$ cat src/rtl/traffic_light_monitor.sv
// Passive protocol checker for a RED -> GREEN -> YELLOW traffic light controller.
// Flags one-hot, ordering, phase-duration and countdown violations as pulses and sticky bits.
module traffic_light_monitor #(
  parameter int CL_PERIOD_TIME    = 100,
  parameter int YELLOW_LIGHT_TIME = 3,
  parameter int RED_LIGHT_TIME    = 18,
  parameter int GREEN_LIGHT_TIME  = 15,
  parameter int pCount_Width      = $clog2(RED_LIGHT_TIME)
) (
  input  logic                    clk,
  input  logic                    rstb,
  input  logic                    en,
  input  logic                    clr_err,
  input  logic                    red_light,
  input  logic                    green_light,
  input  logic                    yellow_light,
  input  logic [pCount_Width-1:0] cnt_in_num,
  output logic [1:0]              phase,
  output logic [3:0]              err_pulse,
  output logic [3:0]              err_sticky,
  output logic [7:0]              cycle_cnt
);

  localparam int DUR_W = $clog2(RED_LIGHT_TIME * CL_PERIOD_TIME + 2);
  localparam logic [DUR_W-1:0] DUR_RED    = DUR_W'(RED_LIGHT_TIME * CL_PERIOD_TIME);
  localparam logic [DUR_W-1:0] DUR_GREEN  = DUR_W'(GREEN_LIGHT_TIME * CL_PERIOD_TIME);
  localparam logic [DUR_W-1:0] DUR_YELLOW = DUR_W'(YELLOW_LIGHT_TIME * CL_PERIOD_TIME);

  typedef enum logic [1:0] {ST_SYNC, ST_FIRST, ST_TRACK} mon_state_t;
  typedef enum logic [1:0] {PH_NONE = 2'd0, PH_RED = 2'd1, PH_GREEN = 2'd2, PH_YELLOW = 2'd3} phase_t;

  mon_state_t              r_state;
  phase_t                  r_phase;
  logic [DUR_W-1:0]        r_dur_cnt;
  logic [pCount_Width-1:0] r_prev_cnt;
  logic [3:0]              r_err_pulse;
  logic [3:0]              r_err_sticky;
  logic [7:0]              r_cycle_cnt;

  logic [2:0]       w_lights;
  logic             w_valid;
  phase_t           w_dec;
  logic             w_legal;
  logic [DUR_W-1:0] w_exp_dur;
  logic [3:0]       w_pulse;

  assign w_lights = {yellow_light, green_light, red_light};
  assign w_valid  = $onehot(w_lights);

  // NOTE: every always_comb output gets a default first so no path can infer a latch.
  always_comb begin
    w_dec     = PH_NONE;
    w_legal   = 1'b0;
    w_exp_dur = '0;
    w_pulse   = '0;

    unique case (w_lights)
      3'b001:  w_dec = PH_RED;
      3'b010:  w_dec = PH_GREEN;
      3'b100:  w_dec = PH_YELLOW;
      default: w_dec = PH_NONE;
    endcase

    // Expected length and legal successor of the phase currently being tracked.
    case (r_phase)
      PH_RED:    begin w_exp_dur = DUR_RED;    w_legal = (w_dec == PH_GREEN);  end
      PH_GREEN:  begin w_exp_dur = DUR_GREEN;  w_legal = (w_dec == PH_YELLOW); end
      PH_YELLOW: begin w_exp_dur = DUR_YELLOW; w_legal = (w_dec == PH_RED);    end
      default:   begin w_exp_dur = '0;         w_legal = 1'b0;                 end
    endcase

    if (en) begin
      if (!w_valid) begin
        w_pulse[0] = 1'b1;
      end else if (r_state != ST_SYNC) begin
        if (w_dec != r_phase) begin
          w_pulse[1] = !w_legal;
          w_pulse[2] = (r_state == ST_TRACK) && (r_dur_cnt != w_exp_dur);
        end else if (cnt_in_num != r_prev_cnt) begin
          // A step from zero would alias to all-ones, so it is rejected explicitly.
          w_pulse[3] = (r_prev_cnt == '0) ||
                       (cnt_in_num != r_prev_cnt - pCount_Width'(1));
        end
      end
    end
  end

  // NOTE: sequential state uses non-blocking assignments only, so every register samples pre-edge values.
  always_ff @(posedge clk or posedge rstb) begin
    if (rstb) begin
      r_state      <= ST_SYNC;
      r_phase      <= PH_NONE;
      r_dur_cnt    <= '0;
      r_prev_cnt   <= '0;
      r_err_pulse  <= '0;
      r_err_sticky <= '0;
      r_cycle_cnt  <= '0;
    end else begin
      r_err_pulse  <= w_pulse;
      // The visible pulse is folded in too, so a clear coincident with it cannot drop it.
      r_err_sticky <= (clr_err ? 4'b0000 : r_err_sticky) | r_err_pulse | w_pulse;

      if (en) begin
        r_prev_cnt <= cnt_in_num;
        if (!w_valid) begin
          r_state   <= ST_SYNC;
          r_phase   <= PH_NONE;
          r_dur_cnt <= '0;
        end else if (r_state == ST_SYNC) begin
          r_state   <= ST_FIRST;
          r_phase   <= w_dec;
          r_dur_cnt <= DUR_W'(1);
        end else if (w_dec != r_phase) begin
          r_phase   <= w_dec;
          r_dur_cnt <= DUR_W'(1);
          if (w_legal) begin
            r_state <= ST_TRACK;
            if (r_state == ST_TRACK && r_phase == PH_YELLOW)
              r_cycle_cnt <= r_cycle_cnt + 8'd1;
          end
        end else if (r_dur_cnt != '1) begin
          r_dur_cnt <= r_dur_cnt + DUR_W'(1);
        end
      end
    end
  end

  assign phase      = r_phase;
  assign err_pulse  = r_err_pulse;
  assign err_sticky = r_err_sticky;
  assign cycle_cnt  = r_cycle_cnt;

endmodule

$ cat config.mk
export PLATFORM = sky130hd
export DESIGN_NAME = traffic_light_monitor
export DESIGN_NICKNAME = d
export VERILOG_FILES = /design/src/rtl/traffic_light_monitor.sv
export SDC_FILE = /design/constraint.sdc
export NUM_CORES = 1
export LEC_CHECK = 0
export CAP_MARGIN = 40
export CORE_MARGIN = 4
export CORE_UTILIZATION = 35
export DETAILED_ROUTE_END_ITERATION = 12
export SYNTH_ARGS = -nofsm -noshare
export SYNTH_HDL_FRONTEND = slang
export SYNTH_SLANG_ARGS = --single-unit
$ cat constraint.sdc
create_clock -name clk -period 2.43 [get_ports clk]
set_input_delay 0.729 -clock clk [delete_from_list [all_inputs] [get_ports clk]]
set_output_delay 0.729 -clock clk [all_outputs]
set_load 0.01 [all_outputs]
Word-level counts from Yosys, hierarchy flattened
Index checks and enable logic that the tools add are counted.
{"block": "totals", "register_bits": 36, "latch_bits": 0, "mem_bits_rw": 0, "mem_bits_ro": 0, "input_bits": 12, "mem_count": 0}
{"block": "op_classes", "n_addsub": 5, "n_mul": 0, "n_div": 0, "magnitude_cmp": 0, "eq_ne": 19, "n_shift": 0, "n_mux": 22, "bitwise_logic": 3, "reduce_logical": 11}
{"operator": "$mux W11", "n": 4}
{"operator": "$pmux W11 S3", "n": 1}
{"operator": "$mux W2", "n": 8}
{"operator": "$add A11 B1 Y11 const B", "n": 1}
{"operator": "$ne A11 B11 Y1", "n": 1}
{"operator": "$ne A11 B11 Y1 const B", "n": 1}
{"operator": "$eq A2 B2 Y1 const B", "n": 5}
{"operator": "$ne A5 B5 Y1", "n": 2}
{"operator": "$add A8 B1 Y8 const B", "n": 1}
{"operator": "$mux W4", "n": 2}
{"operator": "$or A4 B4 Y4", "n": 2}
{"operator": "$eq A2 B1 Y1 const B", "n": 3}
{"operator": "$mux W3", "n": 2}
{"operator": "$ne A3 B1 Y1 const B", "n": 2}
{"operator": "$pmux W2 S3", "n": 1}
{"operator": "$reduce_and A6 Y1", "n": 1}
{"operator": "$logic_not A5 Y1", "n": 1}
{"operator": "$sub A5 B1 Y5 const B", "n": 1}
{"operator": "$ne A4 B1 Y1 const B", "n": 1}
{"operator": "$reduce_and A2 Y1", "n": 2}
{"operator": "$eq A3 B1 Y1 const B", "n": 1}
{"operator": "$eq A3 B2 Y1 const B", "n": 1}
{"operator": "$eq A3 B3 Y1 const B", "n": 1}
{"operator": "$mux W1", "n": 3}
{"operator": "11 further kinds", "n": 12}

Logic depth before layout (Yosys ltp)
Gate-level depths: netlist of the first run.
{"block": "depth", "ltp_word": 10, "depth_mapped": 8, "mapped_depth_nobuf": 7}

Worst setup path before layout of the first run
OpenSTA, ideal clock, no wires.
{"block": "synth_timing", "path_kind": "in2reg", "from": "input green_light", "to": "register r_cycle_cnt[7] (netlist: cycle_cnt[7])", "setup_time_ps": 124, "arrival_ps": 2955, "slack_ps": -649, "cell_stages": 8, "path_buffers": 1, "cell_sequence": "buf_2 inv_1 fa_1 nor2b_4 nand3b_2 or4_4 or4_1 xnor2_1"}
{"block": "synth_between", "elab_chain_cells": 5, "word_cells_on_any_way": 13, "cone_classes": "2 x add/sub; 8 x eq/ne; 2 x mux; 1 x reduce/logical"}
{"item": "start: declaration", "line": "15", "text": "input logic green_light,"}
{"item": "$eq A3 B3 Y1 (tied with other cells)", "line": "57", "text": "unique case (w_lights)"}
{"item": "$pmux W2 S3", "line": "57"}
{"item": "$eq A2 B1 Y1 (tied with other cells)", "line": "68", "text": "PH_YELLOW: begin w_exp_dur = DUR_YELLOW; w_legal = (w_dec == PH_RED); end"}
{"item": "$pmux W1 S3", "line": "65", "text": "case (r_phase)"}
{"item": "$reduce_and A6 Y1 (no source line) (*)"}
{"item": "end signal: assignment", "line": "119", "text": "r_cycle_cnt <= r_cycle_cnt + 8'd1;"}
{"item": "end: declaration", "line": "38", "text": "logic [7:0] r_cycle_cnt;"}
Mark *: on every way between the ends. The rest lies on a longest branch, timed or not.
A chain may end at the register's enable or synchronous reset.

Final worst setup path of the first run
{"block": "layout_timing", "from": "input red_light", "to": "register r_cycle_cnt[7] (netlist: cycle_cnt[7])"}
{"block": "layout_between", "elab_chain_cells": 5, "word_cells_on_any_way": 13, "cone_classes": "2 x add/sub; 8 x eq/ne; 2 x mux; 1 x reduce/logical"}
{"item": "start: declaration", "line": "14", "text": "input logic red_light,"}
{"item": "$eq A3 B3 Y1 (tied with other cells)", "line": "57"}
{"item": "$pmux W2 S3", "line": "57"}
{"item": "$eq A2 B1 Y1 (tied with other cells)", "line": "68"}
{"item": "$pmux W1 S3", "line": "65"}
{"item": "$reduce_and A6 Y1 (no source line) (*)"}
Marked as above.

==> flow_summary.toml, run 1 <==
[outcome]
status = "finished with violations"
failed_checks = "negative setup slack"

[clocking]
cts-root-buf = "clkbuf_8"
insertion_delay_ns = 0.28
numCtsBuffers = 5
clk_path_buf_depth = 2
path_clk_slew_ns = 0.08
cts_tree = "built"
clkSinkCount = 36
htree_levels = 2

[global_routing]
grt_pass1_wl_um = 8176
grt_pass1_vias = 1764
antenna_found_initial = 0
overflow = 0
grt_max_degree = 37
track_usage_pct = 13.31

[setup_path]
critical_path.slowest_cell = "fa_1"
cp_top_family = "simple AND/OR/NAND/NOR gates"
max_stage_delay_ns = 0.52
cp_common_cell = "or4_4"
path_cells = "buf_8 > inv_4 > fa_1 > nor2b_4 > nand3b_4 > or4_4 > or4_4 > xnor2_2"
cp.required_ns = 2.61
cp_num_cells = 8
reg2reg_to = "cycle_cnt[7]"
crit_type = "in2reg"
cp-end-kind = "register"
arrival_ns = 2.64
rr_startpoint = "phase[1]"
r2r_cells = 6
critPathLaunch = "red_light"
cp_num_buf_inv = 2
reg2reg_slack_ns = 0.17
endpoint = "cycle_cnt[7]"
startpoint_type = "primary input"
crit_fanout = 3

[power_and_ir_drop]
leakage_nw = 1.237
ir_drop_mv = 0.2550
finalPower_mw = 1.364
power_density_nw_per_um2 = 475.2

[place]
dp_hpwl_um = 3584
post-place-cells = 352
io_buffer_count = 29
pre_cts_ws_ns = -0.7879
gp_congestion = 0.8339

[logic_synthesis]
synthDistinctLibCells = 53
synthFlopType = "dfrtp_1"
yosys_warnings = 0
ys_ff_latch = 36
ys_seq_area_share_pct = 40.59
synth_cells = 233
async_flop_share_pct = 100.0
syn_area_sq_um = 2220
synth-edff-count = 0
syn-num-nets = 255
syn_avg_cell_area_sq_um = 9.526

[sta]
worst_pin_slew_ns = 0.4966
period_share_pct = 101.3
finalClockSkew_ns = 0.005666
setup_viol = 1
maxSlewViolCount = 0
fin_ws_ns = -0.03190
min_period_ns = 2.462
fmax_mhz = 406.2
grt_setup_unrepaired = "true"
hold_viol = 0
tns_ns = -0.03190
relSlewSlack_pct = 66.59

[flow_run]
drv_cap = 0

[layout]
areaGrowthSynthToFinish_pct = 29.37
diodes = 0
utilization_pct = 47.65
fin_nets = 306
stdcell_count = 360
drive_above_1_share_pct = 19.30

[detailed_routing]
first_pass_iters = 4
wire_per_inst_um = 13.03
viasPerCell = 5.075
vias = 1827
wl_um = 4691
ant_nets = 0
first_iter_violations = 33
drcViolationCount = 0

[die]
die_area_sq_um = 7680
rows = 28
pin_count = 30
initial_core_util_pct = 36.84
fp.coreArea_sq_um = 6026
die_h_um = 87.64
fp.dieW_um = 87.64

[min_path]
min-delay-path-class = "reg2reg"
## synthesized netlist by cell type, types with 2 or more instances
master / n / area share, %
nor2_1: 17 / 2.9
a211oi_1: 3 / 1.0
buf_2: 3 / 0.68
xor2_1: 6 / 2.4
nand4_1: 5 / 1.4
nand3_1: 6 / 1.4
o31ai_1: 4 / 1.4
o21ai_0: 6 / 1.4
xnor2_1: 19 / 7.5
ha_1: 9 / 5.1
or3_1: 3 / 0.85
or4_4: 2 / 1.0
nand3b_1: 2 / 0.68
inv_1: 16 / 2.7
nor4_1: 4 / 1.1
a21oi_1: 10 / 2.3
and4_1: 2 / 0.79
a221o_1: 2 / 0.90
dfrtp_1: 36 / 41
and2_1: 2 / 0.56
clkbuf_1: 7 / 1.2
nor2b_1: 2 / 0.56
a311oi_1: 2 / 0.79
nand2b_1: 3 / 0.85
nand2_1: 17 / 2.9
nor3_1: 10 / 2.3
o21ai_1: 2 / 0.45
and3_1: 2 / 0.56
a211o_1: 2 / 0.79
or4_1: 2 / 0.68
mux2_2: 5 / 2.5
## tightest hold or removal path: stages (launching register included)
cell	delay, ns
dfrtp_1	0.35
a21oi_1	0.05
o31ai_1	0.05
## routing by layer
layer | vias to the layer above | global-route usage (%) | part of all wire [%]
met3 | 5 | 2.916 | 4.4
met5 | - | 0 | 0
met4 | 0 | 3.766 | 0.98
met2 | 31 | 20.68 | 45
met1 | 860 | 18.65 | 49
li1 | 931 | - | -
## registers in the layout (all words and copies together), names as in the netlist
register	cells
err_sticky	4
r_prev_cnt	5
r_state	2
err_pulse	4
phase	2
r_dur_cnt	11
cycle_cnt	8
## report_power, final
group          internal, mW  switching (mW)  total [mW]
logic                 0.151           0.144       0.295
registers             0.625          0.0272       0.653
clock network         0.200           0.217       0.416
total                 0.976           0.388        1.36
## cell usage in the layout (no fill, tap or decap), types with 2 or more instances in the layout
cell type and instances:
nand2_1 17, a211oi_1 3, o21ai_1 2, nor4_1 4, nand2b_1 3, buf_4 26, or4_4 3, ha_1 9
a221o_1 2, o21ai_0 6, nor3_1 9, clkdlybuf4s50_1 26, a311oi_1 2, clkbuf_8 5, a21oi_1 10, clkinv_2 2
nor2b_1 2, mux2_2 5, nand3_1 6, nand4_1 5, nand3b_1 2, and4_1 2, buf_6 2, inv_4 2
dfrtp_1 36, xor2_1 6, nor2_1 17, o31ai_1 4, a211o_1 2, and2_1 2, or3_1 3, xnor2_1 18
inv_1 13, and3_1 2
## cells by family after synthesis
family | synth area share (%)
AOI/OAI and AO/OA | 13.81
and+or+nand+nor | 21.03
buffers and inverters | 5.073
muxes | 3.664
xor gates and xnor gates | 9.865
DFF | 40.59
adders and majority gates | 5.975
## metrics by stage
stage | hold slack, ns | instance area (sq um)
after CTS | 0.4690 | 2844
after detailed placement | 0.4541 | 2764
after global placement | 0.4462 | 2764
after global routing | 0.4986 | 2872
after floorplan | 0.4987 | 2262
final | 0.4797 | 2872
## area by class of cell
class / instances / area [sq um]
tap: 75 / 93.84
multi-input combinational: 170 / 1231
inverter: 16 / 65.06
clock inverter: 3 / 18.77
timing repair buffer: 55 / 493.0
fill: 579 / 3154
clock buffer: 5 / 68.82
sequential: 36 / 900.9
## worst min path at each step
stage | startpoint | endpoint | slack [ns] | cells after the start
CTS | cycle_cnt[7] | cycle_cnt[7] | 0.47 | 1
detailed placement | cycle_cnt[7] | cycle_cnt[7] | 0.45 | 1
finish | err_pulse[1] | err_sticky[1] | 0.48 | 2
global placement | err_pulse[0] | err_sticky[0] | 0.45 | 1
global route | err_pulse[3] | err_sticky[3] | 0.50 | 1
floorplan | cycle_cnt[7] | cycle_cnt[7] | 0.50 | 1
## timing repair
item | CTS | global route
hold buffers | 0 | 0
setup buffers | 0 | 0
setup endpoints to repair | 26 | 3
resized for setup | 14 | 6
pin swaps | 3 | 0
No activity file was read; power rests on OpenSTA's default activity.
==> run 2: changes to the inputs <==
Settings changed: CAP_MARGIN 40 to not set.
==> results of run 2 <==
Final layout, timing and power as in run 1 (identical DEF).
==> run 3: changes to the inputs <==
Settings changed: CORE_UTILIZATION 35 to 40, CTS_CLUSTER_SIZE set to 40, GPL_ROUTABILITY_DRIVEN set to 0.
==> run 3 against run 2 <==
Net effect: the flow still finishes with violations (negative setup slack); hold slack barely moved; combinational power grew 2%; utilization up 8.0 points; register-to-register slack gained 0.13 ns; global-route usage rose by 1.9 points; non-clock buffer count increased by 3; critical path depth increased by 1; via count about the same; clock power up 27%; cell count fell by 0.56%; maximum frequency up 1.1%; clock-buffer cell count rose by 1; critical endpoint is now cycle_cnt[4]; largest power group unchanged.
==> flow_summary.toml, run 3 (same netlist as run 1, synthesis figures left out) <==
[outcome]
status = "finished with violations"
failed_checks = "negative setup slack"

[min_path]
min-delay-path-class = "reg2reg"
hold_depth = 1
hp-start = "err_pulse[3]"
holdPathEnd = "err_sticky[3]"

[sta]
hold_viol = 0
fin_ws_ns = -0.004336
min_period_ns = 2.434
worst_pin_slew_ns = 0.5451
setup_viol = 1
tns_ns = -0.004336
finalClockSkew_ns = 0.009868
grt_setup_unrepaired = "true"
relSlewSlack_pct = 63.32
period_share_pct = 100.2
maxSlewViolCount = 0
fmax_mhz = 410.8

[die]
rows = 26
die_area_sq_um = 6805
fp.coreArea_sq_um = 5238
pin_count = 30
initial_core_util_pct = 42.38
die_h_um = 82.49
fp.dieW_um = 82.49

[clocking]
htree_levels = 2
path_clk_slew_ns = 0.07
postCtsHoldBufs = 0
cts-root-buf = "clkbuf_8"
clkSinkCount = 36
cts_tree = "built"
insertion_delay_ns = 0.29
clk_path_buf_depth = 2
numCtsBuffers = 5

[setup_path]
crit_fanout = 3
rr_startpoint = "phase[0]"
reg2reg_slack_ns = 0.30
critPathLaunch = "green_light"
crit_type = "in2reg"
r2r_cells = 7
arrival_ns = 2.61
cp.required_ns = 2.61
startpoint_type = "primary input"
cp-end-kind = "register"
reg2reg_to = "r_state[0]"

[layout]
final_cell_mix = "36 x dfrtp_1, 28 x buf_4, 26 x clkdlybuf4s50_1, 18 x xnor2_1"
diodes = 0
largest_reg_flops = 11
fin_nets = 309
largest-register = "r_dur_cnt"
drive_above_1_share_pct = 20.49
utilization_pct = 55.66
areaGrowthSynthToFinish_pct = 31.34
final_common_cell = "dfrtp_1"
nFillCells = 482

[place]
dp_hpwl_um = 3534
io_buffer_count = 29

[detailed_routing]
ant_nets = 0
wl_um = 4770
viasPerCell = 5.101
first_pass_iters = 4
drcViolationCount = 0
vias = 1826
first_iter_violations = 75
wire_per_inst_um = 13.32

[global_routing]
antenna_found_initial = 0
grt_pass1_wl_um = 8059
overflow = 0
grt_pass1_vias = 1727
grt_max_degree = 37
track_usage_pct = 15.23

[flow_run]
drv_cap = 0

[power_and_ir_drop]
ir_drop_mv = 0.2539
leakage_nw = 1.261
finalPower_mw = 1.480
power_density_nw_per_um2 = 507.8
-- run 3: final cells by class --
| cell class | instances | area, sq um | area share, % |
|---|---|---|---|
| Clock inverter | 2 | 35.03 | 1.202 |
| Sequential cell | 36 | 900.9 | 30.90 |
| Timing Repair Buffer | 58 | 515.5 | 17.68 |
| Multi-Input combinational cell | 170 | 1239 | 42.49 |
| Tap cell | 70 | 87.58 | 3.004 |
| Inverter | 16 | 65.06 | 2.232 |
| Clock buffer | 6 | 72.57 | 2.489 |
-- run 3: worst max-delay path by stage --
| stage | to | slack, ns |
|---|---|---|
| 2_1_floorplan | cycle_cnt[7] | -0.33 |
| 3_3_place_gp | cycle_cnt[7] | -0.75 |
| 3_5_place_dp | cycle_cnt[7] | -0.80 |
| 4_1_cts | cycle_cnt[7] | -0.20 |
| 5_1_grt | cycle_cnt[4] | -0.03 |
| 6_report | cycle_cnt[4] | -0.004 |
-- run 3: per-stage QoR --
step	area (sq um)	hold WS, ns	setup WS [ns]	instances
final	2915	0.4796	-0.004336	358
after global routing	2915	0.5045	-0.02996	358
after CTS	2899	0.4846	-0.2033	357
after detailed placement	2765	0.4583	-0.7977	348
after global placement	2765	0.4505	-0.7505	348
after floorplan	2262	0.4987	-0.3293	233
-- run 3: metal layers --
metal	wire length, um	track usage [%]	vias up
met2	2026	22.84	32
met4	44	3.922	0
met5	0	0	-
met3	210	3.471	5
li1	-	-	932
met1	2489	22.08	857
-- run 3: critical path: stages --
cell      delay (ns)
buf_6           0.08
inv_4           0.03
fa_2            0.49
nor2b_4         0.16
nand3b_4        0.09
or4_4           0.44
buf_6           0.14
or3_4           0.32
xnor2_1         0.13
-- run 3: report_power, final --
part | switching, mW | leakage (nW) | internal (mW)
registers | 0.0267 | 0.483 | 0.625
logic | 0.146 | 0.723 | 0.156
clock network | 0.222 | 0.0552 | 0.305
total | 0.395 | 1.26 | 1.09
-- run 3: timing repair --
item	CTS	global route
setup buffers	1	1
resized for setup	18	2
gates cloned	0	0
pin swaps	4	3
endpoints found under the setup margin	27	3
